**src/rtl/mem_port_arbiter_pkg.sv**
```systemverilog
// Shared types for the IF/MEM memory port arbiter: FSM state encoding and DMType codes.
package mem_arb_pkg;

    typedef enum logic [1:0] {
        IDLE   = 2'd0,
        GNT_DM = 2'd1,
        GNT_IF = 2'd2
    } arb_state_t;

    // Same encoding as the pipeline's ctrl_encode_def; fetches always use DM_WORD.
    localparam logic [2:0] DM_WORD              = 3'b000;
    localparam logic [2:0] DM_HALFWORD          = 3'b001;
    localparam logic [2:0] DM_HALFWORD_UNSIGNED = 3'b010;
    localparam logic [2:0] DM_BYTE              = 3'b011;
    localparam logic [2:0] DM_BYTE_UNSIGNED     = 3'b100;

endpackage

```
**src/rtl/mem_port_arbiter_if.sv**
```systemverilog
// Single-ported memory bus between the arbiter (master) and the memory (slave).
interface mem_port_arbiter_if #(
    parameter int AW = 32,
    parameter int DW = 32
);
    logic          mem_req;
    logic          mem_we;
    logic [2:0]    mem_type;
    logic [AW-1:0] mem_addr;
    logic [DW-1:0] mem_wdata;
    logic [DW-1:0] mem_rdata;
    logic          mem_ack;

    modport master (
        output mem_req, mem_we, mem_type, mem_addr, mem_wdata,
        input  mem_rdata, mem_ack
    );

    modport slave (
        input  mem_req, mem_we, mem_type, mem_addr, mem_wdata,
        output mem_rdata, mem_ack
    );
endinterface

```
**src/rtl/mem_port_arbiter_sat_counter.sv**
```systemverilog
// Saturating up-counter with synchronous clear and load; used for the optional wait-cycle counters.
module sat_counter #(
    parameter int W = 32
) (
    input  logic         clk,
    input  logic         clr,
    input  logic         inc,
    input  logic         load,
    input  logic [W-1:0] load_val,
    output logic [W-1:0] count
);
    always_ff @(posedge clk) begin
        if (clr)
            count <= '0;
        else if (load)
            count <= load_val;
        else if (inc && (count != {W{1'b1}}))
            count <= count + W'(1);
    end
endmodule

```
**src/rtl/mem_port_arbiter.sv**
```systemverilog
// Arbitrates one variable-latency memory port between fetch and load/store, data side wins ties.
// Optional wait-cycle counters are built when ARB_PERF_CNT_EN is defined.
module mem_port_arbiter
    import mem_arb_pkg::*;
#(
    parameter int AW = 32,
    parameter int DW = 32
) (
    input  logic          clk,
    input  logic          reset,
    input  logic          if_req,
    input  logic [AW-1:0] if_addr,
    input  logic          if_kill,
    output logic [DW-1:0] if_rdata,
    output logic          if_ready,
    output logic          if_stall,
    input  logic          dm_req,
    input  logic          dm_we,
    input  logic [2:0]    dm_type,
    input  logic [AW-1:0] dm_addr,
    input  logic [DW-1:0] dm_wdata,
    output logic [DW-1:0] dm_rdata,
    output logic          dm_ready,
    output logic          dm_stall,
    mem_port_arbiter_if.master mem
`ifdef ARB_PERF_CNT_EN
    ,
    output logic [31:0]   perf_if_wait,
    output logic [31:0]   perf_dm_wait
`endif
);
    arb_state_t state;
    logic       kill_pend;
    logic       free;
    logic       dm_want;
    logic       if_want;

    // The side just acked drops out of this cycle's arbitration, so both-busy traffic alternates.
    assign free    = (state == IDLE) || mem.mem_ack;
    assign dm_want = dm_req && (state != GNT_DM);
    assign if_want = if_req && (state != GNT_IF);

    always_ff @(posedge clk) begin
        if (reset) begin
            state         <= IDLE;
            mem.mem_req   <= 1'b0;
            mem.mem_we    <= 1'b0;
            mem.mem_type  <= 3'b000;
            mem.mem_addr  <= '0;
            mem.mem_wdata <= '0;
            kill_pend     <= 1'b0;
        end else begin
            if (free) begin
                if (dm_want) begin
                    state         <= GNT_DM;
                    mem.mem_req   <= 1'b1;
                    mem.mem_we    <= dm_we;
                    mem.mem_type  <= dm_type;
                    mem.mem_addr  <= dm_addr;
                    mem.mem_wdata <= dm_wdata;
                end else if (if_want) begin
                    state         <= GNT_IF;
                    mem.mem_req   <= 1'b1;
                    mem.mem_we    <= 1'b0;
                    mem.mem_type  <= DM_WORD;
                    mem.mem_addr  <= if_addr;
                    mem.mem_wdata <= '0;
                end else begin
                    state       <= IDLE;
                    mem.mem_req <= 1'b0;
                end
            end

            // A killed fetch still runs to its ack; the flag just hides that ack from IF.
            if (state == GNT_IF && mem.mem_ack)
                kill_pend <= 1'b0;
            else if (if_kill && (state == GNT_IF || (state == IDLE && !dm_want && if_want)))
                kill_pend <= 1'b1;
        end
    end

    assign if_ready = mem.mem_ack && (state == GNT_IF) && !kill_pend;
    assign dm_ready = mem.mem_ack && (state == GNT_DM);
    assign if_rdata = (state == GNT_IF) ? mem.mem_rdata : '0;
    assign dm_rdata = (state == GNT_DM) ? mem.mem_rdata : '0;
    assign if_stall = if_req && !if_ready;
    assign dm_stall = dm_req && !dm_ready;

`ifdef ARB_PERF_CNT_EN
    sat_counter #(.W(32)) u_if_wait (
        .clk(clk), .clr(reset), .inc(if_stall), .load(1'b0), .load_val(32'd0), .count(perf_if_wait)
    );
    sat_counter #(.W(32)) u_dm_wait (
        .clk(clk), .clr(reset), .inc(dm_stall), .load(1'b0), .load_val(32'd0), .count(perf_dm_wait)
    );
`endif
endmodule
```
**src/flat_wrapper.sv**
```systemverilog
// flat-port wrapper written by rule: the top's interface ports become plain ports
module mem_port_arbiter_flat import mem_arb_pkg::*;
#(
    parameter int AW = 32,
    parameter int DW = 32
)
  (clk, reset, if_req, if_addr, if_kill, if_rdata, if_ready, if_stall, dm_req, dm_we, dm_type, dm_addr, dm_wdata, dm_rdata, dm_ready, dm_stall, mem_mem_req, mem_mem_we, mem_mem_type, mem_mem_addr, mem_mem_wdata, mem_mem_rdata, mem_mem_ack);
  mem_port_arbiter_if #(.AW(AW), .DW(DW)) mem_i ();
  input  logic clk;
  input  logic reset;
  input  logic if_req;
  input  logic [AW-1:0] if_addr;
  input  logic if_kill;
  output logic [DW-1:0] if_rdata;
  output logic if_ready;
  output logic if_stall;
  input  logic dm_req;
  input  logic dm_we;
  input  logic [2:0] dm_type;
  input  logic [AW-1:0] dm_addr;
  input  logic [DW-1:0] dm_wdata;
  output logic [DW-1:0] dm_rdata;
  output logic dm_ready;
  output logic dm_stall;
  output wire logic [$bits(mem_i.mem_req)-1:0] mem_mem_req;
  output wire logic [$bits(mem_i.mem_we)-1:0] mem_mem_we;
  output wire logic [$bits(mem_i.mem_type)-1:0] mem_mem_type;
  output wire logic [$bits(mem_i.mem_addr)-1:0] mem_mem_addr;
  output wire logic [$bits(mem_i.mem_wdata)-1:0] mem_mem_wdata;
  input wire logic [$bits(mem_i.mem_rdata)-1:0] mem_mem_rdata;
  input wire logic [$bits(mem_i.mem_ack)-1:0] mem_mem_ack;
  assign mem_mem_req = mem_i.mem_req;
  assign mem_mem_we = mem_i.mem_we;
  assign mem_mem_type = mem_i.mem_type;
  assign mem_mem_addr = mem_i.mem_addr;
  assign mem_mem_wdata = mem_i.mem_wdata;
  assign mem_i.mem_rdata = mem_mem_rdata;
  assign mem_i.mem_ack = mem_mem_ack;
  mem_port_arbiter #(.AW(AW), .DW(DW)) u_core (.clk(clk), .reset(reset), .if_req(if_req), .if_addr(if_addr), .if_kill(if_kill), .if_rdata(if_rdata), .if_ready(if_ready), .if_stall(if_stall), .dm_req(dm_req), .dm_we(dm_we), .dm_type(dm_type), .dm_addr(dm_addr), .dm_wdata(dm_wdata), .dm_rdata(dm_rdata), .dm_ready(dm_ready), .dm_stall(dm_stall), .mem(mem_i));
endmodule
```
**config.mk**
```make
export PLATFORM = sky130hd
export DESIGN_NAME = mem_port_arbiter_flat
export DESIGN_NICKNAME = d
export VERILOG_FILES = /design/src/rtl/mem_port_arbiter_pkg.sv /design/src/rtl/mem_port_arbiter_if.sv /design/src/rtl/mem_port_arbiter_sat_counter.sv /design/src/rtl/mem_port_arbiter.sv /design/src/flat_wrapper.sv
export SDC_FILE = /design/constraint.sdc
export NUM_CORES = 1
export LEC_CHECK = 0
export BUFFER_PORTS_ARGS = -buffer_cell sky130_fd_sc_hd__buf_2
export CAP_MARGIN = 30
export CORE_AREA = 2 2 106 108
export CTS_CLUSTER_SIZE = 30
export DETAILED_ROUTE_END_ITERATION = 16
export DIE_AREA = 0 0 108 110
export GPL_ROUTABILITY_DRIVEN = 0
export PLACE_DENSITY = 0.69
export SETUP_SLACK_MARGIN = 0.2
export SYNTH_ARGS = -nofsm -noshare
export SYNTH_HDL_FRONTEND = slang
export SYNTH_HIERARCHICAL = 1
export SYNTH_SLANG_ARGS = --single-unit
```
**constraint.sdc**
```tcl
create_clock -name clk -period 2.3 [get_ports clk]
set_input_delay 0.575 -clock clk [delete_from_list [all_inputs] [get_ports clk]]
set_output_delay 0.575 -clock clk [all_outputs]
set_load 0.02 [all_outputs]
```
==> metrics.cfg, run 1 <==
[status]
status=completed

[setup_path]
endpoint_kind=primary output
crit_chain=nor2b_4 > buf_12 > nand2_1 > o21a_1 > buf_2
crit_arrival_ns=1.45
worst_path_max_delay_cell=dfxtp_4
worst-path-max-fanout=17
critPathKind=register to primary output
critPathRequiredTime_ns=1.73
cp_slowest_stage_delay_ns=0.39
critPathLaunchType=register

[logic_synthesis]
synth-seq-cells=72
yosysSeqAreaShare=0.410
synth.distinct_cells=27
synth_fp_nets=522
syn_avg_cell_area_sq_um=9.16
yosysWarningCount=6
syn-instance-count=384
synth_area_sq_mm=0.00352

[timing]
finClkSkew_ns=0.00885
rsz0062_at_grt=false
worst_pin_slew_ns=0.426
tns_ns=0
fin_crit_sh=0.880
fmax_ghz=0.494
slew_violations=0
slew-limit-headroom=0.716
hold_viol=0
min_period_ns=2.02
finalSetupViolations=0

[floorplan]
fp-row-count=38
ioPinCount=275
coreArea_sq_mm=0.0107
die_h_microns=110
die_w_microns=108
die-area_sq_mm=0.0119
start_util=0.329

[drt]
first_iter_violations=306
viasPerCell=5.23
via_count=4131
drtPass1Iterations=5
drc=0
routedWlPerCell_microns=16.6
wirelength_mm=13.1
detail-route-antenna-nets=0

[placement]
dpl_cell_area_sq_mm=0.00499
hpwl_mm=9.40
port_buffers=274

[global_route]
grt_pass1_vias=3912
grt_pass1_wl_mm=19.5
grt_max_degree=37
grt_use_total=0.208
antenna_found_initial=0
grt_overflow=0

[finish]
area_delta_synth_final_pct=52.0
layout_common_cells=buf_2, dfxtp_1, and2_1, a22o_1, o21ai_0
fin_nets=782
stdcell_area_sq_mm=0.00535
drive_gt1_frac=0.501
final_common_cell=buf_2

[clock_network]
cts-htree-levels=3
tritoncts=built
cts_root_buf=clkbuf_8
clockBufferDepth=2
cts_buffers=9
path_clk_slew_ns=0.09
clk_latency_ns=0.34
cts.sinks=72
holdBufCountCts=0

[pwr]
power_density_mw_per_mm2=689
leakagePower_nw=2.68
ir_worst_vdd_v=0.000364

[run]
cap_violations=0

[min_path]
hp-class=input pin to register

## kinds of logic after synthesis
kind of cell,synth area share
DFF,0.410
and+or+nand+nor,0.184
buffers and inverters,0.0776
AOI/OAI and AO/OA,0.328
## worst paths after layout
kind                            start                  endpoint  slack, ns  cells after the start
max reg2reg           u_core/state[1]    u_core/mem.mem_type[2]       0.47                      6
min                       dm_wdata[1]   u_core/mem.mem_wdata[1]       0.44                      2
min reg2reg  u_core/mem.mem_wdata[25]  u_core/mem.mem_wdata[25]       0.47                      1
max                   u_core/state[0]                  if_stall       0.28                      5
## repair_timing
| item | 4_1_cts | 5_1_grt |
|---|---|---|
| buffers inserted | 4 | 2 |
| setup endpoints to repair | 66 | 18 |
| cloned | 2 | 1 |
| gates resized for setup | 6 | 3 |
## flip-flops by register name, indices dropped and copies added, names as in the netlist
signal                count
u_core/mem.mem_type       3
u_core/mem.mem_req        1
u_core/mem.mem_we         1
u_core/mem.mem_addr      32
u_core/kill_pend          1
u_core/state              2
u_core/mem.mem_wdata     32
## per-stage QoR
stage / std cells / power, mW / hold WS, ns / util / setup slack, ns
floorplan: 384 / 2.12 / 0.461 / - / 0.228
global placement: 764 / 2.51 / 0.451 / 0.466 / 0.370
detailed placement: 764 / 2.53 / 0.451 / 0.466 / 0.312
CTS: 786 / 3.71 / 0.420 / 0.495 / 0.217
global route: 789 / 3.88 / 0.405 / 0.500 / 0.208
finish: 790 / 3.68 / 0.441 / 0.500 / 0.277
## critical path, delay by kind of cell, from the launching register on
family / cells / cell delay (ns)
and+or+nand+nor: 2 / 0.24
buffers and inverters: 2 / 0.31
AOI/OAI and AO/OA: 1 / 0.17
DFF: 1 / 0.39
## layout make-up
cell class / count / area, sq um
Fill cell: 1038 / 5350
Multi-Input combinational cell: 259 / 1860
Timing Repair Buffer: 298 / 1620
Sequential cell: 72 / 1450
Tap cell: 140 / 175
Clock buffer: 10 / 138
Clock inverter: 6 / 91.3
Inverter: 4 / 15.0
Antenna cell: 1 / 2.50
## per-layer routing
| layer | share of wire | track usage |
|---|---|---|
| met4 | 0.012 | 0.0687 |
| met5 | 0 | 0 |
| met1 | 0.44 | 0.272 |
| met3 | 0.074 | 0.0564 |
| met2 | 0.47 | 0.332 |
## synth_stat cells
| master | n | area, sq um |
|---|---|---|
| o21ba_2 | 1 | 10.0 |
| o21a_1 | 1 | 7.51 |
| clkbuf_1 | 32 | 120 |
| a211oi_2 | 1 | 12.5 |
| a221oi_4 | 1 | 26.3 |
| and2_1 | 64 | 400 |
| o2111ai_1 | 1 | 8.76 |
| nor2b_1 | 4 | 25.0 |
| buf_2 | 11 | 55.1 |
| a311oi_1 | 32 | 280 |
| a21o_1 | 1 | 7.51 |
| inv_1 | 3 | 11.3 |
| nor2_1 | 4 | 15.0 |
| nand3_1 | 32 | 160 |
| buf_1 | 1 | 3.75 |
| nand2_1 | 2 | 7.51 |
| and3_1 | 1 | 6.26 |
| clkinv_1 | 1 | 3.75 |
| and3b_1 | 1 | 8.76 |
| or2_1 | 2 | 12.5 |
| nand2b_1 | 2 | 12.5 |
| a221oi_1 | 33 | 289 |
| o21ai_0 | 34 | 170 |
| a21oi_1 | 2 | 10.0 |
| a22o_1 | 38 | 333 |
| buf_6 | 7 | 78.8 |
| dfxtp_1 | 72 | 1440 |
## power by group
| group | total [mW] | internal [mW] | switching, mW | leakage (nW) |
|---|---|---|---|---|
| Sequential | 1.44 | 1.37 | 0.0711 | 0.596 |
| Clock | 1.14 | 0.646 | 0.492 | 0.117 |
| Combinational | 1.10 | 0.451 | 0.651 | 1.97 |
| Total | 3.68 | 2.47 | 1.21 | 2.68 |
No activity file was read; power rests on OpenSTA's default activity.
==> inputs of run 2 (changes only) <==
--- a/config.mk
+++ b/config.mk
@@ -13,6 +13,7 @@
 export DIE_AREA = 0 0 108 110
 export GPL_ROUTABILITY_DRIVEN = 0
 export PLACE_DENSITY = 0.69
+export RECOVER_POWER = 50
 export SETUP_SLACK_MARGIN = 0.2
 export SYNTH_ARGS = -nofsm -noshare
 export SYNTH_HDL_FRONTEND = slang
==> run 2 against run 1 <==
  * Sequential share of layout area is 0.43 points higher
  * Maximum frequency is 0.10% lower
  * Via count hardly changed
  * First-iteration DRC count is 11% higher
  * Non-clock buffer count stayed put
  * Combinational power hardly changed
  * Critical path depth stayed put
  * Largest cell class unchanged
  * Largest power group unchanged
==> metrics.cfg, run 2 (synthesis gave the netlist of run 1 again) <==
[global_route]
antenna_found_initial=0  ; unchanged
grt_pass1_vias=3912  ; unchanged
use_met1=0.272  ; unchanged
grt_overflow=0  ; unchanged
grt_use_total=0.208  ; unchanged
grt_max_degree=37  ; unchanged
grt_busiest_layer=met2
use_met3=0.0564  ; unchanged
use_met2=0.332  ; unchanged
grt_pass1_wl_mm=19.5  ; unchanged

[drt]
first_iter_violations=341  ; +11%
via_count=4132  ; +0.024%
drtPass1Iterations=5  ; unchanged
wirelength_mm=13.1  ; +0.33%
viasPerCell=5.23  ; about the same
drc=0  ; unchanged
detail-route-antenna-nets=0  ; unchanged
routedWlPerCell_microns=16.6  ; +0.33%

[floorplan]
start_util=0.329  ; unchanged
die_h_microns=110  ; unchanged
ioPinCount=275  ; unchanged
fp-row-count=38  ; unchanged
die-area_sq_mm=0.0119  ; unchanged
die_w_microns=108  ; unchanged
coreArea_sq_mm=0.0107  ; unchanged

[min_path]
hp-class=input pin to register

[finish]
fin_nets=782  ; unchanged
area_delta_synth_final_pct=49.3
final_common_cell=buf_2
drive_gt1_frac=0.391  ; -0.109
largestRegisters=u_core/mem.mem_addr x32, u_core/mem.mem_wdata x32, u_core/mem.mem_type x3
layout_common_cells=buf_2, dfxtp_1, clkbuf_1, and2_1, a22o_1
stdcell_area_sq_mm=0.00525  ; -1.8%

[clock_network]
cts_buffers=9  ; unchanged
clk_latency_ns=0.34  ; about the same
tritoncts=built
path_clk_slew_ns=0.09  ; about the same
cts.sinks=72  ; unchanged
clockBufferDepth=2  ; unchanged
cts_root_buf=clkbuf_8
cts-htree-levels=3  ; unchanged

[setup_path]
critPathTopFamily=flip-flops
crit_chain=nor2b_4 > buf_12 > nand2_1 > o21a_1 > buf_2
critPathKind=register to primary output
worst_path_max_delay_cell=dfxtp_4
worst-path-max-fanout=17  ; unchanged
crit_arrival_ns=1.45  ; about the same
path_buf_inv=2  ; unchanged
cp_slowest_stage_delay_ns=0.39  ; about the same
critPathRequiredTime_ns=1.73  ; about the same
critPathLaunchType=register
endpoint_kind=primary output

[placement]
hpwl_mm=9.40  ; unchanged
dpl_cell_area_sq_mm=0.00499  ; unchanged
port_buffers=274  ; unchanged
dp_slack_ns=0.312  ; unchanged

[timing]
rsz0062_at_grt=false
slew_violations=0  ; unchanged
finalSetupViolations=0  ; unchanged
finClkSkew_ns=0.00916  ; +0.000314 ns
min_period_ns=2.02  ; +0.00203 ns
tns_ns=0  ; unchanged
fmax_ghz=0.494  ; -0.10%
fin_crit_sh=0.880  ; +0.000885
worst_pin_slew_ns=1.01  ; +0.587 ns
setup_ws_ns=0.275  ; -0.00203 ns
hold_viol=0  ; unchanged
slew-limit-headroom=0.325  ; -0.391

[pwr]
ir_worst_vdd_v=0.000363  ; -0.26%
leakagePower_nw=2.41  ; -10%
power_density_mw_per_mm2=696  ; +1.0%

[status]
status=completed

[run]
cap_violations=0  ; unchanged

run 2: path summary, 6_finish.rpt:
check,slack [ns],endpoint,startpoint,cells after the start
setup / recovery,0.28,if_stall,u_core/state[0],5
hold / removal,0.44,u_core/mem.mem_wdata[1],dm_wdata[1],2
setup reg to reg,0.48,u_core/mem.mem_type[2],u_core/state[1],6
hold reg to reg,0.48,u_core/mem.mem_wdata[25],u_core/mem.mem_wdata[25],1
run 2: what timing repair did:
action                                  in CTS  in global routing
setup buffers                                4                  2
cloned                                       2                  1
resized for setup                            6                  3
endpoints found under the setup margin      66                 18
hold buffers                                 0                  0
run 2: layout make-up:
class                           instances  area, sq um
Antenna cell                            1         2.50
Clock buffer                           10          138
Clock inverter                          6         91.3
Fill cell                            1088         5450
Inverter                                4         15.0
Multi-Input combinational cell        259         1860
Sequential cell                        72         1450
Tap cell                              140          175
Timing Repair Buffer                  298         1530
run 2: per-layer routing:
layer,vias up,wire length (microns)
met5,-,0
met4,0,142
met3,14,1090
met2,219,6210
met1,1915,5690
li1,1984,-
run 2: where the power goes:
group          internal [mW]  leakage, nW  total (mW)  switching [mW]
registers               1.37        0.595        1.45          0.0749
logic                  0.417         1.70        1.07           0.651
clock network          0.646        0.117        1.14           0.492
total                   2.43         2.41        3.65            1.22
run 2: stage by stage:
step / utilization / hold WS [ns] / std cells / power [mW]
5_1_grt: 0.491 / 0.405 / 789 / 3.85
2_1_floorplan: - / 0.461 / 384 / 2.12
3_5_place_dp: 0.466 / 0.451 / 764 / 2.53
3_3_place_gp: 0.466 / 0.451 / 764 / 2.51
6_report: 0.491 / 0.442 / 790 / 3.65
4_1_cts: 0.495 / 0.420 / 786 / 3.71
==> inputs of run 3 (changes only) <==
--- a/config.mk
+++ b/config.mk
@@ -5,12 +5,13 @@
 export SDC_FILE = /design/constraint.sdc
 export NUM_CORES = 1
 export LEC_CHECK = 0
+export ABC_AREA = 1
 export BUFFER_PORTS_ARGS = -buffer_cell sky130_fd_sc_hd__buf_2
 export CAP_MARGIN = 30
-export CORE_AREA = 2 2 106 108
+export CORE_AREA = 2 2 107 109
 export CTS_CLUSTER_SIZE = 30
 export DETAILED_ROUTE_END_ITERATION = 16
-export DIE_AREA = 0 0 108 110
+export DIE_AREA = 0 0 109 111
 export GPL_ROUTABILITY_DRIVEN = 0
 export PLACE_DENSITY = 0.69
 export RECOVER_POWER = 50
==> run 3 against run 2 <==
  * Clock skew shrank 0.0024 ns
  * Largest cell class unchanged
  * Final cell count grew 29%
  * Routed wire length shrank 10%
  * Critical path depth shrank 1
  * Total power grew 7.3%
  * Cell area grew 3.0%
  * Global-route usage shrank 1.9 points
  * Synthesized cell count grew 59%
  * Worst hold slack gained 0.026 ns
  * Maximum frequency shrank 0.36%
  * Utilization shrank 0.27 points
==> metrics.cfg, run 3 <==
[setup_path]
crit_arrival_ns=1.46  ; about the same
critPathLaunchType=register
worst-path-max-fanout=4  ; -13
cp_slowest_stage_delay_ns=0.36  ; -0.03 ns
endpoint_kind=primary output
worst_path_max_delay_cell=nor3_1
crit_chain=inv_1 > nand2_1 > nor3_1 > buf_2
critPathTopFamily=simple AND/OR/NAND/NOR gates
critPathRequiredTime_ns=1.73  ; about the same
path_buf_inv=2  ; unchanged
critPathKind=register to primary output

[floorplan]
die-area_sq_mm=0.0121  ; +1.8%
coreArea_sq_mm=0.0111  ; +3.5%
fp-row-count=39  ; +2.6%
ioPinCount=275  ; unchanged
start_util=0.333  ; +0.00456
die_h_microns=111  ; +0.91%
die_w_microns=109  ; +0.93%

[timing]
slew-limit-headroom=0.503  ; +0.178
fmax_ghz=0.492  ; -0.36%
min_period_ns=2.03  ; +0.00729 ns
tns_ns=0  ; unchanged
hold_viol=0  ; unchanged
rsz0062_at_grt=true
fin_crit_sh=0.884  ; +0.00317
finClkSkew_ns=0.00680  ; -0.00236 ns
slew_violations=0  ; unchanged
worst_pin_slew_ns=0.746  ; -0.267 ns
finalSetupViolations=0  ; unchanged

[clock_network]
post_cts_buffers=0  ; -4
cts_buffers=9  ; unchanged
cts.sinks=72  ; unchanged
clk_latency_ns=0.32  ; -0.02 ns
cts_resized=0  ; -6
clockBufferDepth=2  ; unchanged
cts_root_buf=clkbuf_16
path_clk_slew_ns=0.06  ; -0.03 ns
holdBufCountCts=0  ; unchanged
cts-htree-levels=3  ; unchanged
tritoncts=built

[logic_synthesis]
async_flop_share=0  ; unchanged
yosysWarningCount=6  ; unchanged
synth_edf_count=0  ; unchanged
yosysSeqAreaShare=0.390  ; -0.0194
syn-instance-count=609  ; +59%
synth.distinct_cells=18  ; -33%
ys_top_cells_by_area=dfxtp_1, nand2_1, nor2_1
synth_area_sq_mm=0.00369  ; +5.0%
yosysMostFrequentCell=nand2_1
synth_commonest_cells=nand2_1, nor2_1, nand3_1
synth_fp_nets=747  ; +43%
syn_avg_cell_area_sq_um=6.06  ; -34%
ys.flop_type=dfxtp_1
yosys.area.top_type=dfxtp_1
synth-seq-cells=72  ; unchanged
netlist.area_leader.share=0.390  ; -0.0194

[pwr]
power_density_mw_per_mm2=725  ; +4.2%
leakagePower_nw=3.03  ; +26%
ir_worst_vdd_v=0.000442  ; +22%

[global_route]
grt_pass1_wl_mm=18.6  ; -4.4%
antenna_found_initial=1  ; +1
grt_use_total=0.188  ; -0.0194
grt_overflow=0  ; unchanged
grt_max_degree=63  ; +70%
grt_pass1_vias=3978  ; +1.7%

[min_path]
hp-class=register to register

[finish]
fin_nets=1005  ; +29%
nFillCells=1237  ; +14%
stdcell_area_sq_mm=0.00541  ; +3.0%
drive_gt1_frac=0.274  ; -0.117
final_common_cell=buf_2
largestRegisters=u_core/mem.mem_addr x32, u_core/mem.mem_wdata x32, u_core/mem.mem_type x3
layout_common_cells=buf_2, nand2_1, nor2_1, inv_1, nand3_1
area_delta_synth_final_pct=46.5

[drt]
routedWlPerCell_microns=11.6  ; -30%
via_count=4409  ; +6.7%
first_iter_violations=194  ; -43%
viasPerCell=4.34  ; -17%
wirelength_mm=11.8  ; -10%
drtPass1Iterations=4  ; -1
drc=0  ; unchanged
detail-route-antenna-nets=0  ; unchanged

[run]
cap_violations=0  ; unchanged

[placement]
port_buffers=274  ; unchanged
dpl_cell_area_sq_mm=0.00520  ; +4.2%
hpwl_mm=8.64  ; -8.1%

[status]
status=completed

==> run 3: cell count changes in the layout (fill, tap and decap cells not counted), sizes merged, moves of 38 or more <==
| cell | change |
|---|---|
| nand2 | +169 |
| nor2 | +126 |
| inv | +70 |
| and2 | -64 |
| nand3 | +42 |
| a22o | -38 |
==> run 3: worst register-to-register path, stage by stage, from the launching register on <==
cell	delay, ns
dfxtp_1	0.34
inv_1	0.11
nand2_4	0.23
nand2_4	0.26
nand2_1	0.09
nand2_2	0.09
buf_4	0.49
nand2_1	0.12
nand2_1	0.08
nor2_1	0.05
==> run 3: layout make-up <==
type	instances	area, sq um	area share
timing repair buffer	288	1420	0.263
inverter	75	282	0.0521
sequential	72	1440	0.267
multi-input combinational	421	1760	0.325
clock buffer	9	225	0.0416
tap	143	179	0.0331
antenna	2	5.00	0.000925
clock inverter	7	96.3	0.0178
==> run 3: metal layers <==
metal  wire length, microns  up-vias  track usage
met2                   5370      155        0.304
li1                       -     2362            -
met3                   1180       10       0.0553
met5                      0        -            0
met1                   5140     1882        0.246
met4                     95        0       0.0436
==> run 3: cell families after synthesis <==
| family | synth area share |
|---|---|
| and+or+nand+nor | 0.416 |
| AOI/OAI and AO/OA | 0.0583 |
| DFF | 0.390 |
| buffers and inverters | 0.135 |
==> run 3: path summary, 6_finish.rpt <==
check                                      start                       to  slack (ns)  cells after the start
worst max-delay path             u_core/state[0]                 if_ready        0.27                      4
worst min-delay path            u_core/kill_pend         u_core/kill_pend        0.47                      2
worst max register to register   u_core/state[1]  u_core/mem.mem_addr[17]        0.33                      9
worst min register to register  u_core/kill_pend         u_core/kill_pend        0.47                      2
==> run 3: through the flow <==
step / utilization / instances / power (mW) / hold slack [ns] / worst slack, ns
2_1_floorplan: - / 609 / 2.12 / 0.429 / 0.287
3_3_place_gp: 0.469 / 999 / 2.50 / 0.456 / 0.384
6_report: 0.488 / 1017 / 3.92 / 0.468 / 0.268
5_1_grt: 0.488 / 1015 / 4.16 / 0.494 / 0.103
4_1_cts: 0.498 / 1015 / 4.02 / 0.472 / 0.256
3_5_place_dp: 0.469 / 999 / 2.50 / 0.463 / 0.364
==> run 3: power by group <==
| group | internal (mW) | switching (mW) | total (mW) |
|---|---|---|---|
| clock network | 0.951 | 0.539 | 1.49 |
| registers | 1.36 | 0.0566 | 1.42 |
| logic | 0.342 | 0.670 | 1.01 |
